**src/rtl/spi_peripheral.sv**
```systemverilog
// SPI mode-0 write-only front end: 16-bit frames {rw, addr[6:0], data[7:0]}
// MSB first, committed on nCS rise into five 8-bit configuration registers.
//
// Ports:
//   clk, rst_n        system clock, async active-low reset
//   sclk, copi, ncs   raw SPI pins, asynchronous to clk
//   en_reg_out_7_0    addr 0x00
//   en_reg_out_15_8   addr 0x01
//   en_reg_pwm_7_0    addr 0x02
//   en_reg_pwm_15_8   addr 0x03
//   pwm_duty_cycle    addr 0x04
module spi_peripheral (
    input  logic       clk,
    input  logic       rst_n,
    input  logic       sclk,
    input  logic       copi,
    input  logic       ncs,
    output logic [7:0] en_reg_out_7_0,
    output logic [7:0] en_reg_out_15_8,
    output logic [7:0] en_reg_pwm_7_0,
    output logic [7:0] en_reg_pwm_15_8,
    output logic [7:0] pwm_duty_cycle
);

    // [0],[1] synchroniser; [2] previous synchronised value
    logic [2:0] sclk_q;
    logic [2:0] ncs_q;
    logic [1:0] copi_q;

    logic [4:0]  bit_cnt;
    logic [15:0] shift;

    logic sclk_rise;
    logic ncs_fall;
    logic ncs_rise;
    logic commit;

    always_ff @(posedge clk or negedge rst_n) begin
        if (!rst_n) begin
            sclk_q <= 3'b000;
            ncs_q  <= 3'b000;
            copi_q <= 2'b00;
        end else begin
            sclk_q <= {sclk_q[1:0], sclk};
            ncs_q  <= {ncs_q[1:0], ncs};
            copi_q <= {copi_q[0], copi};
        end
    end

    assign sclk_rise = sclk_q[1] & ~sclk_q[2];
    assign ncs_fall  = ~ncs_q[1] & ncs_q[2];
    assign ncs_rise  = ncs_q[1] & ~ncs_q[2];

    assign commit = ncs_rise && (bit_cnt == 5'd16) && shift[15]
                    && (shift[14:8] <= 7'd4);

    // nCS edges take priority over a coincident SCLK edge.
    always_ff @(posedge clk or negedge rst_n) begin
        if (!rst_n) begin
            bit_cnt <= 5'd0;
            shift   <= 16'h0000;
        end else if (ncs_fall) begin
            bit_cnt <= 5'd0;
            shift   <= 16'h0000;
        end else if (!ncs_rise && !ncs_q[1] && sclk_rise) begin
            shift <= {shift[14:0], copi_q[1]};
            // Saturate at 17 so over-long frames never look valid again.
            if (bit_cnt != 5'd17) begin
                bit_cnt <= bit_cnt + 5'd1;
            end
        end
    end

    always_ff @(posedge clk or negedge rst_n) begin
        if (!rst_n) begin
            en_reg_out_7_0  <= 8'h00;
            en_reg_out_15_8 <= 8'h00;
            en_reg_pwm_7_0  <= 8'h00;
            en_reg_pwm_15_8 <= 8'h00;
            pwm_duty_cycle  <= 8'h00;
        end else if (commit) begin
            case (shift[10:8])
                3'd0:    en_reg_out_7_0  <= shift[7:0];
                3'd1:    en_reg_out_15_8 <= shift[7:0];
                3'd2:    en_reg_pwm_7_0  <= shift[7:0];
                3'd3:    en_reg_pwm_15_8 <= shift[7:0];
                3'd4:    pwm_duty_cycle  <= shift[7:0];
                default: ;
            endcase
        end
    end

endmodule

```
**config.mk**
```make
export PLATFORM = sky130hd
export DESIGN_NAME = spi_peripheral
export DESIGN_NICKNAME = d
export VERILOG_FILES = /design/src/rtl/spi_peripheral.sv
export SDC_FILE = /design/constraint.sdc
export NUM_CORES = 1
export LEC_CHECK = 0
export CORE_MARGIN = 2
export CORE_UTILIZATION = 45
export DETAILED_ROUTE_END_ITERATION = 10
export PLACE_DENSITY_LB_ADDON = 0.12
export RECOVER_POWER = 50
export SLEW_MARGIN = 20
export SYNTH_ARGS = -nofsm -noshare
export SYNTH_HDL_FRONTEND = slang
export SYNTH_SLANG_ARGS = --single-unit
```
**constraint.sdc**
```tcl
create_clock -name clk -period 3.7 [get_ports clk]
set_clock_uncertainty 0.1 [all_clocks]
set_input_delay 0.37 -clock clk [delete_from_list [all_inputs] [get_ports clk]]
set_output_delay 0.37 -clock clk [all_outputs]
set_load 0.005 [all_outputs]
```
==> flow_metrics.tcl <==
set metrics [dict create \
    synth_sequential_area_ratio_pct 62.90 \
    worst_skew_pair.late_latency_ns 0.34 \
    ctsHoldBuffers 1 \
    place_inst 319 \
    final.period_utilization_pct 64.81 \
    initial_utilization_pct 46.37 \
    synth_fp_nets 212 \
    fin_total_pwr_mw 1.527 \
    crit_path_start_kind "input pin" \
    cp.required_ns 4.06 \
    grt_start_max_net_pins 38 \
    num-nets-final 264 \
    vdd_ir_max_mv 0.2396 \
    worstPathArrival_ns 2.76 \
    min-delay-path-class "register to register" \
    area_delta_synth_final_pct 28.08 \
    worst_pin_slew_ns 1.719 \
    syn_area_per_cell_um2 13.46 \
    post-cts-setup-buffers 0 \
    finalCriticalPeriod_ns 2.398 \
    grt_first_pass_wirelength_mm 8.956 \
    met3RoutedLength_um 216 \
    globalRouteOverflowTotal 0 \
    antenna_found_initial 0 \
    clockRootBuffer "clkbuf_8" \
    worst_r2r_path_depth 6 \
    maxSlewViolCount 34 \
    fp.coreArea_mm2 0.005921 \
    power_leakage_nw 1.771 \
    drcViolationCount 0 \
    worstHoldPathCells 0 \
    drive_gt1_share_pct 25.00 \
    timing.critical_path.max_delay_family "buffers and inverters" \
    layout.filler_cells 476 \
    layout_commonest_cell "dfrtp_1" \
    violations "capacitance limit, slew limit" \
    syn-instance-count 204 \
    placementRows 28 \
    tritoncts_clock_tree "done" \
    ys_seq_elements 69 \
    timing.critical_path.to_type "asynchronous set/reset pin" \
    final_cell_mix "dfrtp_1, dlygate4sd3_1, mux2_2" \
    io_pins 45 \
    detailed_place_hpwl_mm 3.392 \
    setup_viol 0 \
    r2r_setup_slack_ns 1.71 \
    synth.lib_cells_used.distinct 24 \
    path_cells "dlygate4sd3_1 -> clkbuf_1 -> buf_4" \
    worst_setup_hold_path_clk_slew_ns 0.07 \
    numCtsBuffers 9 \
    ant_nets 0 \
    netlist_area_mm2 0.002745 \
    met1Wirelength_mm 2.256 \
    instances_no_fill 335 \
    clock_tree.buffer_depth 2 \
    totalWireLength_mm 5.173 \
    power_density_over_the_cells_mw_per_mm2 434.4 \
    globalplace.congestion 0.7259 \
    holdPathEnd "ncs_q[1]" \
    clock-sinks 69 \
    die_w_um 82.11 \
    cts_htree_levels 3 \
    hold_viol_final 0 \
    worst_hold_startpoint "ncs_q[0]" \
    track_usage_pct 18.45 \
    slowest_cell_on_crit_path "clkbuf_1" \
    antenna_cells_inserted 0 \
    relSlewSlack_pct -14.57 \
    drv.max_cap_violation_count 1 \
    top_layer_used "met4" \
    area_of_combinational_cells_with_multiple_inputs_um2 989.7 \
    grt_pass1_vias 1772 \
    worst-path-buf-inv 3 \
    run_status "finished, violations left" \
    dr.pass1.iters 4 \
    critical_path.reg2reg.startpoint "bit_cnt[0]" \
    grt_setup_unrepaired "false" \
    total_met2_wirelength_after_detailed_routing_mm 2.619 \
    timing.setup.tns_ns 0 \
    initialDrtViolationCount 88 \
    fp.dieArea_mm2 0.006741 \
    viasPerCell 5.221 \
    critical-path-max-stage-delay_ns 1.24 \
    yosysWarnings 0 \
    ctsResizeCount 0 \
    seqCellArea_mm2 0.001727 \
    fmax_mhz 417.0 \
    port_buffers 44 \
    die-height_um 82.11 \
    detailroute.via_count 1749 \
    critical_path_class "input pin to asynchronous set/reset pin" \
    wire_per_inst_um 15.44 \
    worstPathMaxFanout 37 \
    r2r-end "en_reg_out_15_8[3]" \
]
-- worst reg2reg max path: stages, from the launching register on --
cell	delay [ns]
dfrtp_1	0.42
inv_1	0.09
ha_1	0.14
nor4bb_1	0.20
buf_4	0.19
nand4_2	0.34
mux2_2	0.42
-- metal layers --
layer  vias up  global-route usage [%]
met5         -                       0
met4         0                   6.833
met3         8                   6.848
met2        43                   28.94
met1       870                   23.49
li1        828                       -
-- where the power goes --
part	switching [mW]	total [mW]	leakage (nW)	internal [mW]
combinational	0.0279	0.0398	0.711	0.0118
clock	0.273	0.718	0.116	0.445
sequential	0.00821	0.770	0.944	0.762
-- flip-flops by register name (all words and copies together) (netlist names), 3 cells and up --
signal / count
en_reg_pwm_15_8: 8
pwm_duty_cycle: 8
sclk_q: 3
ncs_q: 3
shift: 16
en_reg_pwm_7_0: 8
en_reg_out_7_0: 8
en_reg_out_15_8: 8
bit_cnt: 5
-- how the worst max path moves through the flow --
stage	startpoint	slack, ns	to	cells after the start
floorplan	bit_cnt[0]	2.00	en_reg_out_15_8[0]	6
global placement	bit_cnt[0]	1.68	pwm_duty_cycle[0]	6
detailed placement	bit_cnt[0]	1.66	pwm_duty_cycle[2]	6
CTS	bit_cnt[0]	1.66	pwm_duty_cycle[2]	6
global route	rst_n	0.88	pwm_duty_cycle[5]	3
finish	rst_n	1.30	pwm_duty_cycle[5]	3
-- cells in the mapped netlist, drive strengths merged --
library cell | count | area, um^2
a21oi | 20 | 100.1
and2b | 1 | 7.510
and3b | 1 | 8.760
buf | 1 | 5.000
clkbuf | 5 | 18.77
dfrtp | 69 | 1727
ha | 3 | 37.54
inv | 3 | 11.26
mux2 | 40 | 450.4
nand2 | 32 | 120.1
nand3 | 3 | 15.01
nand3b | 1 | 7.510
nand4 | 5 | 62.56
nand4bb | 1 | 11.26
nor3 | 1 | 5.000
nor3b | 5 | 47.54
nor4b | 1 | 23.77
nor4bb | 2 | 20.02
o21ai | 4 | 20.02
o31ai | 1 | 7.510
or3 | 3 | 18.77
or3b | 1 | 8.760
or4bb | 1 | 11.26
-- kinds of logic after synthesis --
| kind of cell | count (synthesis) | synth area share [%] |
|---|---|---|
| and+or+nand+nor | 58 | 13.40 |
| DFF | 69 | 62.90 |
| buffers and inverters | 9 | 1.276 |
| adders and majority gates | 3 | 1.368 |
| muxes | 40 | 16.41 |
| AOI/OAI and AO/OA | 25 | 4.649 |
-- through the flow --
step | instance area (um^2) | hold WS [ns] | setup slack [ns] | utilization, %
floorplan | 2745 | -0.02559 | 1.997 | -
global placement | 3266 | 0.2336 | 1.680 | 55.16
detailed placement | 3266 | 0.2347 | 1.665 | 55.16
CTS | 3511 | 0.2515 | 1.662 | 59.30
global route | 3516 | 0.2596 | 0.8817 | 59.38
finish | 3516 | 0.2463 | 1.302 | 59.38
-- cell type report --
cell class,count,share of cell area (%)
clock buffer,9,3.523
clock inverter,6,3.167
inverter,3,0.3203
multi-input combinational,126,28.15
sequential,69,49.11
tap,75,2.669
timing repair buffer,47,13.06
No activity file was read; power rests on OpenSTA's default activity.
